## config.mk

```make
export PLATFORM = sky130hd
export DESIGN_NAME = link_rx_buffer
export DESIGN_NICKNAME = d
export VERILOG_FILES = /design/src/rtl/link_rx_buffer.sv
export SDC_FILE = /design/constraint.sdc
export NUM_CORES = 1
export LEC_CHECK = 0
export CAP_MARGIN = 20
export CORE_UTILIZATION = 50
export DETAILED_ROUTE_END_ITERATION = 6
export PLACE_DENSITY = 0.68
export SLEW_MARGIN = 20
export SYNTH_ARGS = -nofsm -noshare
export SYNTH_HDL_FRONTEND = slang
export SYNTH_SLANG_ARGS = --single-unit
export TNS_END_PERCENT = 100
```

## constraint.sdc

```tcl
create_clock -name clk -period 5.46 [get_ports clk]
set_input_delay 0.546 -clock clk [delete_from_list [all_inputs] [get_ports clk]]
set_output_delay 0.546 -clock clk [all_outputs]
set_load 0.005 [all_outputs]
```

## src/rtl/link_rx_buffer.sv

```systemverilog
// Receive-side link buffer: DEPTH-entry FIFO toward the router with one credit pulse per freed flit.
// Optional same-cycle empty-FIFO bypass enabled by defining LINK_RX_BYPASS_EN.
`ifndef FLIT_SIZE
`define FLIT_SIZE 8
`endif

module link_rx_buffer #(
    parameter int unsigned DEPTH = 8
) (
    input  logic                     clk,
    input  logic                     rst,
    input  logic                     link_flit_valid,
    input  logic [`FLIT_SIZE-1:0]    link_flit,
    output logic                     out_valid,
    output logic [`FLIT_SIZE-1:0]    out_flit,
    input  logic                     out_ready,
    output logic                     credit_return,
    output logic [$clog2(DEPTH):0]   occupancy,
    output logic                     overflow
);

    localparam int unsigned FW = `FLIT_SIZE;
    localparam int unsigned AW = $clog2(DEPTH);
    localparam int unsigned PW = AW + 1;

    logic [FW-1:0] mem [DEPTH];
    logic [PW-1:0] wr_ptr;
    logic [PW-1:0] rd_ptr;

    logic empty_c;
    logic full_c;
    logic bypass_c;
    logic pop_c;
    logic push_c;
    logic drop_c;

    // Extra pointer MSB separates full from empty when the index bits match.
    assign empty_c   = (wr_ptr == rd_ptr);
    assign full_c    = (wr_ptr[AW-1:0] == rd_ptr[AW-1:0]) && (wr_ptr[AW] != rd_ptr[AW]);
    assign occupancy = wr_ptr - rd_ptr;

    always_comb begin
        bypass_c  = 1'b0;
`ifdef LINK_RX_BYPASS_EN
        bypass_c  = empty_c && link_flit_valid && out_ready;
`endif
        out_valid = !empty_c || bypass_c;
        out_flit  = empty_c ? FW'(0) : mem[rd_ptr[AW-1:0]];
        if (bypass_c) begin
            out_flit = link_flit;
        end
        pop_c  = out_valid && out_ready;
        // A pop in the same cycle frees the slot, so a full FIFO still accepts.
        push_c = link_flit_valid && !bypass_c && (!full_c || pop_c);
        drop_c = link_flit_valid && full_c && !pop_c;
    end

    always_ff @(posedge clk or negedge rst) begin
        if (!rst) begin
            wr_ptr        <= PW'(0);
            rd_ptr        <= PW'(0);
            credit_return <= 1'b0;
            overflow      <= 1'b0;
        end else begin
            if (push_c) begin
                wr_ptr <= wr_ptr + PW'(1);
            end
            if (pop_c && !bypass_c) begin
                rd_ptr <= rd_ptr + PW'(1);
            end
            credit_return <= pop_c;
            overflow      <= overflow || drop_c;
        end
    end

    // Storage needs no reset; reads are masked while empty.
    always_ff @(posedge clk) begin
        if (push_c) begin
            mem[wr_ptr[AW-1:0]] <= link_flit;
        end
    end

endmodule

```

==> summary.md <==
| Metric | Value |
|---|---|
| Pre-Repair DR Iteration Count | `4` |
| P_sw | `696 µW` |
| Net Count, Synth | `210` |
| Sequential Power Share | `40.6%` |
| Register area share after synthesis | `70.1%` |
| Peak Freq | `261 MHz` |
| Post-layout instance area | `3600 µm²` |
| Final antenna-violating net count | `0` |
| FF-to-FF End | `mem[2][3]` |
| EDFF count, synth | `64` |
| IO Pins | `27` |
| Comb pwr share | `40.8%` |
| Syn-to-layout area delta | `16.2%` |
| Reg2reg path depth | `6` |
| Cell Int Power | `1420 µW` |
| Top cell type by total area after synthesis | `edfxtp_1` |
| Top post-synthesis cells by area | `edfxtp_1 (62%), mux2i_1 (10%), dfrtp_1 (8.1%)` |
| Setup Skew | `0.0126 ns` |
| Final setup fails | `0` |
| Setup Fix Bufs, Post-CTS | `0` |
| Avg Vias per Cell | `5.52` |
| Critical Path RT | `4.91 ns` |
| Nets | `240` |
| HP Class | `flip-flop to flip-flop` |
| Num Clock Sinks | `74` |
| Mean Syn Cell Area | `16.1 µm²` |
| CTS Buf Count | `9` |
| Critical path arrival | `3.29 ns` |
| WS Path Type | `flip-flop to output port` |
| Hold buffers post-CTS | `0` |
| Fill cell count | `450` |
| Synth warnings | `0` |
| R2R Setup Slk | `2.42 ns` |
| Routed Wire Length | `5530 µm` |
| Crit path launch type | `flip-flop` |
| Post-route DRC | `0` |
| HP Start | `overflow` |
| Total Die Area | `6510 µm²` |
| Number of global-route vias before repair | `1624` |
| Leakage | `0.00134 µW` |
| Layout Cells excl Fill | `301` |
| GRT overflow | `0` |
| Initial antenna violation count | `0` |
| Core area | `5960 µm²` |
| Gate Count Post-Synth | `192` |
| First-pass GRT wire length | `8510 µm` |
| Starting DRT DRC Count | `147` |
| Setup_tns | `0 ns` |
| Wirelength per Cell | `18.4 µm` |
| Most frequent cells after synthesis | `edfxtp_1 (64), mux2i_1 (32), nand2_1 (11), dfrtp_1 (10)` |
| Clock share of power | `18.7%` |
| Worst-Margin Slew | `1.05 ns` |
| Root Driver | `clkbuf_8` |
| Vias | `1662` |
| IO Port Bufs | `26` |
| Library cell with the highest instance count after synthesis | `edfxtp_1` |
| Core Rows | `28` |
| Syn Std Cell Area | `3100 µm²` |
| Top-area cell type share of the netlist area | `62.1%` |
| Die extent in y | `80.7 µm` |
| Ant. Diodes | `0` |
| Largest net degree at the start of global routing | `38` |
| Yosys reg bits | `74` |
| Die X | `80.7 µm` |
| Cell depth of the worst min-delay path | `1` |
| Clk pin slew, worst setup/hold paths | `0.07 ns` |
| Tcrit/Tclk final | `70.2%` |
| Final hold vios | `0` |
| CTS tree | `yes` |
| Peak supply drop | `0.000344 V` |
| Rel. slew slack | `30.2%` |
| Worst-skew pair later-pin latency | `0.34 ns` |
| Max FO, Critical Path | `37` |
| # resized after CTS | `0` |
| Max Cap Viol | `0` |
| Power per cell area | `589 nW/µm²` |
| Inst Count DP | `286` |
| RSZ-0062 raised after global routing | `no` |
| Hold_ws | `0.480 ns` |
| Post-synth cell types | `33` |
| Critical R2R Launch | `rd_ptr[1]` |
| Clk buf depth | `2` |
| Worst Setup End Kind | `output port` |
| Status | `completed` |
| GRT Util Overall | `18.7%` |
| DP Wirelength | `3590 µm` |
| Final slew viol count | `0` |
| Worst Hold Endpoint | `overflow` |
| Dpl cell area | `3410 µm²` |
| Switch share | `32.9%` |
| Post-route minimum period | `3.83 ns` |
| Gp weighted congestion | `0.738` |
| Async set-reset flop share out of synthesis | `13.5%` |
| Max H-tree Level | `3` |
| Main flop type after synthesis | `edfxtp_1` |
| Share of post-route cells with drive strength above 1 | `10.2%` |
| Initial Util | `52.0%` |
cell usage in the layout (no fill, tap or decap), drive strengths merged, types with 8 or more instances in the layout:
master          n
nand2          12
dfrtp          10
inv             9
edfxtp         64
clkdlybuf4s50  26
mux2i          32
clkbuf         10
xnor2           8
a22oi           9
stage by stage:
step                util [%]  total power, µW  setup slack [ns]
floorplan                  -             1340              2.82
global placement        57.2             1700              2.13
detailed placement      57.3             1730              2.00
CTS                     60.4             2130              1.63
global route            60.4             2240              1.50
finish                  60.4             2120              1.63
critical path, cell delays in order, from the launching register on:
cell,delay [ns]
dfrtp_2,1.04
inv_1,0.10
ha_1,0.35
nand4_1,0.46
nand2_1,0.12
a221oi_1,0.29
clkdlybuf4s50_1,0.56
cells by family (layout without fill, tap and decap cells):
family | count (synthesis) | count (layout) | synth area share (%)
multiplexers | 34 | 34 | 11.2
AND/OR/NAND/NOR | 32 | 32 | 5.17
adder cells (fa/ha/maj) | 6 | 6 | 2.67
flip-flops | 74 | 74 | 70.1
XOR/XNOR | 9 | 9 | 2.79
buffers and inverters | 17 | 51 | 2.71
AO/OA/AOI/OAI | 20 | 20 | 5.33
area by class of cell:
class / count / area (µm²) / share of cell area, %
sequential: 74 / 2170 / 60.4
clock inverter: 5 / 56.3 / 1.56
tap: 75 / 93.8 / 2.61
timing repair buffer: 27 / 268 / 7.44
clock buffer: 10 / 128 / 3.55
inverter: 9 / 33.8 / 0.939
multi-input combinational: 101 / 846 / 23.5
metal layers:
metal  track usage (%)  up-vias  wire, µm
li1                  -      790         -
met1              26.7      815      2510
met2              27.2       51      2610
met3              3.75        6       341
met4              9.11        0        55
met5                 0        -         0
flip-flops by register name (all words and copies together) (netlist names):
register and flops:
rd_ptr 4, wr_ptr 4, mem 64, credit_return 1
overflow 1
power groups by stage:
stage / registers [µW] / logic (µW) / clock network (µW)
finish: 859 / 863 / 396
global route: 874 / 940 / 425
CTS: 861 / 866 / 403
detailed placement: 874 / 861 / 0
global placement: 864 / 837 / 0
floorplan: 792 / 553 / 0
worst max path at each step:
| stage | from | end | slack [ns] | cells after the start |
|---|---|---|---|---|
| 3_3_place_gp | rd_ptr[1] | out_flit[4] | 2.13 | 6 |
| 3_5_place_dp | rd_ptr[1] | out_flit[4] | 2.00 | 6 |
| 5_1_grt | rd_ptr[1] | out_flit[5] | 1.50 | 6 |
| 6_report | rd_ptr[1] | out_flit[4] | 1.63 | 6 |
| 2_1_floorplan | rd_ptr[1] | mem[0][0] | 2.82 | 9 |
| 4_1_cts | rd_ptr[1] | out_flit[4] | 1.63 | 6 |
(Power assumes the default switching activity.)
